==> src/rtl/percep_pkg.sv <==
// Shared constants and state encoding for the perceptron yd/x sample sequencer.
package percep_pkg;

    typedef logic [1:0] state_t;

    localparam state_t ST_IDLE  = 2'd0;
    localparam state_t ST_FETCH = 2'd1;
    localparam state_t ST_VALID = 2'd2;
    localparam state_t ST_DONE  = 2'd3;

    localparam int unsigned YD_BIT          = 16;
    localparam int unsigned X_MSB           = 15;
    localparam int unsigned ATTR            = 5;
    localparam int unsigned NUM_SAMPLES_DEF = 100;

endpackage

==> src/rtl/percep_ydx_seq.sv <==
// Owns the yd/x sample memory: host preload while idle, then streams rows over valid/ready.
// Optional multi-epoch replay is enabled by defining PERCEP_YDX_SEQ_EPOCH_EN.
module percep_ydx_seq
    import percep_pkg::*;
#(
    parameter int unsigned MEM_WIDTH   = 17,
    parameter int unsigned MEM_ADDR    = 7,
    parameter int unsigned NUM_SAMPLES = NUM_SAMPLES_DEF,
    parameter int unsigned EPOCH_W     = 8
) (
    input  logic                 clk,
    input  logic                 rst_n,
    input  logic                 start,
    input  logic [EPOCH_W-1:0]   cfg_epochs,
    input  logic                 load_we,
    input  logic [MEM_ADDR-1:0]  load_addr,
    input  logic [MEM_WIDTH-1:0] load_data,
    output logic                 load_err,
    output logic                 samp_valid,
    input  logic                 samp_ready,
    output logic [15:0]          samp_x,
    output logic                 samp_yd,
    output logic [MEM_ADDR-1:0]  samp_idx,
    output logic                 busy,
    output logic                 done,
    output logic                 mem_cs,
    output logic                 mem_we,
    output logic                 mem_oe,
    output logic [MEM_ADDR-1:0]  mem_addr,
    output logic [MEM_WIDTH-1:0] mem_din,
    input  logic [MEM_WIDTH-1:0] mem_dout
);

    localparam logic [MEM_ADDR-1:0] LAST = MEM_ADDR'(NUM_SAMPLES - 1);

    state_t              state_q, state_d;
    logic [MEM_ADDR-1:0] ptr_q, ptr_d, idx_q, idx_d;
    logic [X_MSB:0]      x_q, x_d;
    logic                yd_q, yd_d;

    logic                streaming, more, hs, go, pass_end, last_pass;
    logic [MEM_ADDR-1:0] ptr_nxt;

    assign streaming = (state_q == ST_FETCH) || (state_q == ST_VALID);
    assign more      = (ptr_q != LAST);
    assign ptr_nxt   = ptr_q + MEM_ADDR'(1);
    assign hs        = (state_q == ST_VALID) && samp_ready;
    assign pass_end  = hs && !more;
    // A write on the same cycle as start wins; start is dropped.
    assign go        = ((state_q == ST_IDLE) || (state_q == ST_DONE)) && start && !load_we;

`ifdef PERCEP_YDX_SEQ_EPOCH_EN
    logic [EPOCH_W-1:0] ep_q, ep_d;

    assign last_pass = (ep_q <= EPOCH_W'(1));

    always_comb begin
        ep_d = ep_q;
        if (go) begin
            ep_d = (cfg_epochs == '0) ? EPOCH_W'(1) : cfg_epochs;
        end else if (pass_end && !last_pass) begin
            ep_d = ep_q - EPOCH_W'(1);
        end
    end

    always_ff @(posedge clk or negedge rst_n) begin
        if (!rst_n) ep_q <= '0;
        else        ep_q <= ep_d;
    end
`else
    logic unused_cfg;

    assign unused_cfg = ^cfg_epochs;
    assign last_pass  = 1'b1;
`endif

    always_comb begin
        state_d = state_q;
        ptr_d   = ptr_q;
        idx_d   = idx_q;
        x_d     = x_q;
        yd_d    = yd_q;
        case (state_q)
            ST_IDLE, ST_DONE: begin
                if (load_we) begin
                    state_d = ST_IDLE;
                end else if (go) begin
                    ptr_d   = '0;
                    state_d = ST_FETCH;
                end
            end
            ST_FETCH: begin
                x_d     = mem_dout[X_MSB:0];
                yd_d    = mem_dout[YD_BIT];
                idx_d   = ptr_q;
                state_d = ST_VALID;
            end
            default: begin
                if (hs && more) begin
                    // Row ptr+1 was prefetched this cycle, so the next sample is ready now.
                    x_d   = mem_dout[X_MSB:0];
                    yd_d  = mem_dout[YD_BIT];
                    idx_d = ptr_nxt;
                    ptr_d = ptr_nxt;
                end else if (pass_end) begin
                    if (last_pass) begin
                        state_d = ST_DONE;
                    end else begin
                        ptr_d   = '0;
                        state_d = ST_FETCH;
                    end
                end
            end
        endcase
    end

    always_comb begin
        mem_cs   = 1'b0;
        mem_we   = 1'b0;
        mem_oe   = 1'b0;
        mem_addr = load_addr;
        mem_din  = load_data;
        case (state_q)
            ST_IDLE, ST_DONE: begin
                mem_cs = load_we;
                mem_we = load_we;
            end
            ST_FETCH: begin
                mem_cs   = 1'b1;
                mem_oe   = 1'b1;
                mem_addr = ptr_q;
            end
            default: begin
                mem_cs   = more;
                mem_oe   = more;
                mem_addr = ptr_nxt;
            end
        endcase
    end

    always_ff @(posedge clk or negedge rst_n) begin
        if (!rst_n) begin
            state_q <= ST_IDLE;
            ptr_q   <= '0;
            idx_q   <= '0;
            x_q     <= '0;
            yd_q    <= 1'b0;
        end else begin
            state_q <= state_d;
            ptr_q   <= ptr_d;
            idx_q   <= idx_d;
            x_q     <= x_d;
            yd_q    <= yd_d;
        end
    end

    assign samp_valid = (state_q == ST_VALID);
    assign samp_x     = x_q;
    assign samp_yd    = yd_q;
    assign samp_idx   = idx_q;
    assign busy       = streaming;
    assign done       = (state_q == ST_DONE);
    assign load_err   = load_we && streaming;

endmodule

==> config.mk <==
export PLATFORM = sky130hd
export DESIGN_NAME = percep_ydx_seq
export DESIGN_NICKNAME = d
export VERILOG_FILES = /design/src/rtl/percep_pkg.sv /design/src/rtl/percep_ydx_seq.sv
export SDC_FILE = /design/constraint.sdc
export NUM_CORES = 1
export LEC_CHECK = 0
export BUFFER_PORTS_ARGS = -buffer_cell sky130_fd_sc_hd__buf_2
export CAP_MARGIN = 40
export CORE_ASPECT_RATIO = 0.5
export CORE_MARGIN = 1
export CORE_UTILIZATION = 48
export CTS_CLUSTER_DIAMETER = 30
export DETAILED_ROUTE_END_ITERATION = 7
export HOLD_SLACK_MARGIN = 0.12
export PLACE_DENSITY_LB_ADDON = 0.3
export SYNTH_ARGS = -nofsm -noshare
export SYNTH_HDL_FRONTEND = slang
export SYNTH_SLANG_ARGS = --single-unit
==> constraint.sdc <==
create_clock -name clk -period 4.3 [get_ports clk]
set_clock_uncertainty 0.15 [all_clocks]
set_input_delay 0.86 -clock clk [delete_from_list [all_inputs] [get_ports clk]]
set_output_delay 0.86 -clock clk [all_outputs]
set_load 0.005 [all_outputs]
==> results of run 1 <==
-- per-stage QoR --
| step | power [mW] | cells | setup slack [ns] | cell area [um^2] | hold slack [ns] |
|---|---|---|---|---|---|
| floorplan | 0.947 | 184 | 1.89 | 1960 | 0.330 |
| global placement | 1.16 | 276 | 1.47 | 2170 | 0.321 |
| detailed placement | 1.18 | 276 | 1.38 | 2170 | 0.329 |
| CTS | 1.48 | 284 | 1.24 | 2290 | 0.342 |
| global route | 1.57 | 284 | 1.06 | 2290 | 0.362 |
| finish | 1.47 | 284 | 1.25 | 2290 | 0.342 |
-- kinds of logic (layout without fill, tap and decap cells) --
group | Yosys count | in the layout | synth area share, %
fa+ha+maj | 6 | 6 | 3.83
mux | 19 | 19 | 13.9
buf+inv | 39 | 88 | 12.0
simple gates | 38 | 38 | 10.8
xor+xnor | 3 | 3 | 1.34
flops | 33 | 33 | 42.2
compound gates | 46 | 46 | 16.0
-- placed cells by master (no fill, tap or decap), types with 4 or more instances in the layout --
cell type and n:
o21ai_0 9, nor2_1 11, a21oi_1 16, buf_2 66
ha_1 6, a221oi_1 4, nand3_1 9, nand2_1 5
dfrtp_1 33, clkbuf_8 6, and2_1 4, inv_1 13
mux2_4 16
-- state kept, by name (all words and copies together), names as in the netlist --
name	count
samp_x	16
samp_yd	1
state_q	2
ptr_q	7
samp_idx	7
-- cell usage after synthesis (2+ instances only) --
| cell | n | share of area [%] |
|---|---|---|
| dfrtp_1 | 33 | 42 |
| buf_4 | 17 | 6.5 |
| a21oi_1 | 16 | 4.1 |
| mux2_4 | 16 | 12 |
| inv_1 | 13 | 2.5 |
| nor2_1 | 11 | 2.1 |
| nand3_1 | 9 | 2.3 |
| o21ai_0 | 9 | 2.3 |
| ha_1 | 6 | 3.8 |
| nand2_1 | 5 | 0.96 |
| a221oi_1 | 4 | 1.8 |
| and2_1 | 4 | 1.3 |
| buf_6 | 3 | 1.7 |
| clkbuf_1 | 3 | 0.58 |
| o22ai_1 | 3 | 0.96 |
| xnor2_1 | 3 | 1.3 |
| a211o_1 | 2 | 0.89 |
| a21o_1 | 2 | 0.77 |
| a31o_2 | 2 | 0.89 |
| buf_2 | 2 | 0.51 |
| mux2i_1 | 2 | 1.0 |
| or3_1 | 2 | 0.64 |
-- critical path, stage by stage, from the launching register on --
cell	delay, ns
dfrtp_1	0.42
inv_1	0.10
ha_1	0.55
mux2i_1	0.24
a21oi_1	0.10
a31o_2	0.23
buf_2	0.12
-- area by class of cell --
cell class	instances	area (um^2)	share of cell area, %
clock buffers	7	86.3	3.77
clock inverters	1	30.0	1.31
inverters	13	48.8	2.13
multi-input cells	112	897	39.2
flip-flops and latches	33	826	36.1
well taps	51	63.8	2.79
repair buffers	67	338	14.8
-- worst max path at each step --
stage | end | slack [ns] | from | cells after the start
2_1_floorplan | mem_cs | 1.89 | state_q[0]$_DFFE_PN0P_ | 6
3_3_place_gp | samp_x[2]$_DFFE_PN0P_ | 1.47 | state_q[1]$_DFFE_PN0P_ | 6
3_5_place_dp | samp_x[2]$_DFFE_PN0P_ | 1.38 | state_q[1]$_DFFE_PN0P_ | 6
4_1_cts | mem_addr[2] | 1.24 | state_q[0]$_DFFE_PN0P_ | 6
5_1_grt | mem_addr[2] | 1.06 | state_q[0]$_DFFE_PN0P_ | 6
6_report | mem_addr[2] | 1.25 | state_q[0]$_DFFE_PN0P_ | 6
-- power by group --
group	switching (mW)	leakage (nW)	internal, mW
logic	0.319	0.658	0.362
clock network	0.104	0.0585	0.189
registers	0.0671	0.413	0.429
-- per-layer routing --
metal  vias to the layer above  GRT usage (%)  share of wire (%)
met4                         0           6.88                1.4
met5                         -              0                  0
li1                        733              -                  -
met2                        75           32.3                 45
met1                       723           24.9                 45
met3                        12           6.80                8.6
==> flow_summary.ini, run 1 <==
[sta]
layout_min_cycle_time_ns = 3.05
worst_pin_slew_ns = 0.785
fin_setup_tns_ns = 0
hold_viol = 0
fin_crit_sh_pct = 70.9
drv_slew = 0
grt_setup_unrepaired = false
maxSlewHeadroom_pct = 47.7
setup_viol = 0
fmaxAchievable_ghz = 0.328

[hold_path]
hold_path_end = samp_idx[6]$_DFFE_PN0P_
min_path_cells = 1
holdCritPathClass = reg2reg
worstHoldStart = samp_idx[6]$_DFFE_PN0P_

[cts]
cts-root-buf = clkbuf_8
path_clk_slew_ns = 0.06
numCtsBuffers = 5
h-tree-depth = 2
clockBufferDepth = 2
clock_sink_count = 33
cts_tree = done
postCtsResizedCells = 0
hold_buffers = 0
clkLatencyLatePin_ns = 0.28
post-cts-setup-buffer-count = 0

[yosys]
synthArstFlopShare_pct = 100
synth_top_flop_cell = dfrtp_1
syn-mean-instance-area_um2 = 10.6
ys_seq_area_share_pct = 42.2
synth_cell_types = 39
ys_warn_count = 0
synth_edf_count = 0
synth_nets = 244
synthCells = 184
ys_seq_elements = 33
syn_area_mm2 = 0.00196

[floorplanning]
chipHeight_um = 47.2
initial_utilization_pct = 53.5
dieArea_mm2 = 0.00435
ios = 109
rows = 15
core_mm2 = 0.00366
die_x_um = 92.3

[global_route]
grt_pass1_vias = 1296
antenna_found_initial = 0
grt_max_degree = 34
grt_pass1_wl_um = 6250
grt_use_total_pct = 19.6
grt.overflow.total = 0

[detailed_routing]
drc_errors = 0
routedWlPerCell_um = 15.1
drt-pass1-iter-count = 4
drt-total-wl_um = 4280
drt_first_iter_violations = 66
vias = 1543
drt-vias-per-instance = 5.43
drtAntennaViolNets = 0

[critical_path]
crit_type = reg2out
worstPathArrival_ns = 2.04
end_kind = primary output
r2r-end = samp_x[0]$_DFFE_PN0P_
rrSetupSlack_ns = 1.39
required_ns = 3.29
crit_path_max_fanout = 17
critPathLaunchType = flip-flop
worstReg2RegStart = state_q[1]$_DFFE_PN0P_
rr_worst_depth = 6

[finish]
fin_nets = 292
utilization_pct = 62.6
layout-drive-gt1-share_pct = 40.8
fill_cells = 320
area_growth_pct = 16.9
diodes = 0

[power]
max-vdd-ir-drop_uv = 258
power.leakage_nw = 1.13
power.density_mw_per_mm2 = 642

[place]
place.port_buffers = 66
gp_congestion = 0.899
dp.final_hpwl_um = 3130

[run]
drv_cap = 0

[run_status]
status = finished, final reports clean
Power figures use the tool's default switching activity.
==> run 2: changes to the inputs <==
- CORE_UTILIZATION: 48 -> 44
- clock period: 4.3 -> 3.08 ns (I/O delays scaled with it)
==> flow_summary.ini, run 2 (synthesis results as in run 1) <==
[run_status]
status = finished, final reports clean

[cts]
numCtsBuffers = 5
path_clk_slew_ns = 0.07
post-cts-setup-buffer-count = 0
cts-root-buf = clkbuf_8
hold_buffers = 0
clkLatencyLatePin_ns = 0.27
clockBufferDepth = 2
postCtsResizedCells = 0
h-tree-depth = 2
cts_tree = done
clock_sink_count = 33

[floorplanning]
die_x_um = 96.3
rows = 16
dieArea_mm2 = 0.00474
chipHeight_um = 49.2
initial_utilization_pct = 47.9
ios = 109
core_mm2 = 0.00408

[detailed_routing]
drt-pass1-iter-count = 4
drtAntennaViolNets = 0
routedWlPerCell_um = 14.9
vias = 1528
drt-total-wl_um = 4280
drc_errors = 0
drt_first_iter_violations = 67
drt-vias-per-instance = 5.31

[critical_path]
rr_worst_depth = 6
end_kind = primary output
crit_type = reg2out
worstReg2RegStart = state_q[0]$_DFFE_PN0P_
crit_path_max_fanout = 9
crit_path_start = state_q[0]$_DFFE_PN0P_
worstPathArrival_ns = 1.92
rrSetupSlack_ns = 0.53
required_ns = 2.31
crit_path_end = mem_addr[5]
r2r-end = ptr_q[6]$_DFFE_PN0P_
critPathLaunchType = flip-flop

[sta]
maxSlewHeadroom_pct = 51.0
fmaxAchievable_ghz = 0.372
setup_viol = 0
grt_setup_unrepaired = false
layout_min_cycle_time_ns = 2.69
fin_setup_tns_ns = 0
setup_ws_ns = 0.389
drv_slew = 0
worst_pin_slew_ns = 0.735
hold_viol = 0
fin_crit_sh_pct = 87.4

[place]
gp_congestion = 0.855
dp_slack_ns = 0.552
dp.final_hpwl_um = 3120
place.port_buffers = 66

[global_route]
grt_max_degree = 34
antenna_found_initial = 0
grt_pass1_vias = 1320
grt_pass1_wl_um = 6410
grt.overflow.total = 0
grt_use_total_pct = 18.0

[power]
switching_share_pct = 34.5
power.leakage_nw = 1.13
pwr-share-seq_pct = 35.1
clkPwrFrac_pct = 16.2
internal_power_mw = 1.29
p_comb_share_pct = 48.7
power.density_mw_per_mm2 = 863
power_switching_mw = 0.678
max-vdd-ir-drop_uv = 328

[run]
drv_cap = 0

[finish]
fin_nets = 294
layout_common_cells = 66 x buf_2, 33 x dfrtp_1, 16 x a21oi_1, 16 x mux2_4, 13 x inv_1
largest_reg_flops = 16
layout-drive-gt1-share_pct = 41.0
layout_commonest_cell = buf_2
utilization_pct = 55.8
diodes = 0
area_growth_pct = 16.4

[hold_path]
holdCritPathClass = in2async
==> run 2: critical path, stage by stage (launching register included) <==
cell and delay, ns:
dfrtp_1 0.43, inv_1 0.10, ha_1 0.40, buf_4 0.23
inv_1 0.08, a21oi_1 0.14, o221ai_1 0.12, buf_2 0.14
==> run 2: how the worst min path moves through the flow <==
stage / startpoint / endpoint / cells past startpoint / slack, ns
after floorplan: rst_n / ptr_q[0]$_DFFE_PN0P_ / 0 / 0.17
after global placement: samp_idx[0]$_DFFE_PN0P_ / samp_idx[0]$_DFFE_PN0P_ / 2 / 0.32
after detailed placement: samp_idx[6]$_DFFE_PN0P_ / samp_idx[6]$_DFFE_PN0P_ / 1 / 0.33
after CTS: rst_n / state_q[1]$_DFFE_PN0P_ / 1 / 0.27
after global routing: rst_n / ptr_q[6]$_DFFE_PN0P_ / 1 / 0.29
final: rst_n / state_q[1]$_DFFE_PN0P_ / 1 / 0.25
==> run 2: layer usage <==
layer  wire length (um)  up-vias  GRT usage, %
li1                   -      732             -
met1               2030      714          24.3
met2               1890       76          27.8
met3                333        6          5.45
met4                 30        0          5.88
met5                  0        -             0
==> run 2: metrics by stage <==
step / cells / hold WS (ns) / total power [mW] / instance area, um^2
6_report: 288 / 0.248 / 1.97 / 2280
2_1_floorplan: 184 / 0.170 / 1.32 / 1960
3_3_place_gp: 281 / 0.323 / 1.63 / 2190
3_5_place_dp: 281 / 0.334 / 1.66 / 2190
4_1_cts: 288 / 0.270 / 1.99 / 2280
5_1_grt: 288 / 0.288 / 2.13 / 2280
==> run 2: power groups by stage <==
| stage | Sequential, mW | Combinational, mW | Clock (mW) |
|---|---|---|---|
| 2_1_floorplan | 0.710 | 0.612 | 0 |
| 5_1_grt | 0.716 | 1.06 | 0.350 |
| 3_5_place_dp | 0.699 | 0.958 | 0 |
| 4_1_cts | 0.692 | 0.968 | 0.330 |
| 3_3_place_gp | 0.688 | 0.946 | 0 |
| 6_report | 0.690 | 0.959 | 0.318 |
==> run 2: area by class of cell <==
| cell class | count | area, um^2 |
|---|---|---|
| inverters | 13 | 48.8 |
| repair buffers | 69 | 353 |
| flip-flops and latches | 33 | 826 |
| fillers | 367 | 1810 |
| multi-input cells | 112 | 897 |
| clock buffers | 7 | 86.3 |
| well taps | 54 | 67.6 |
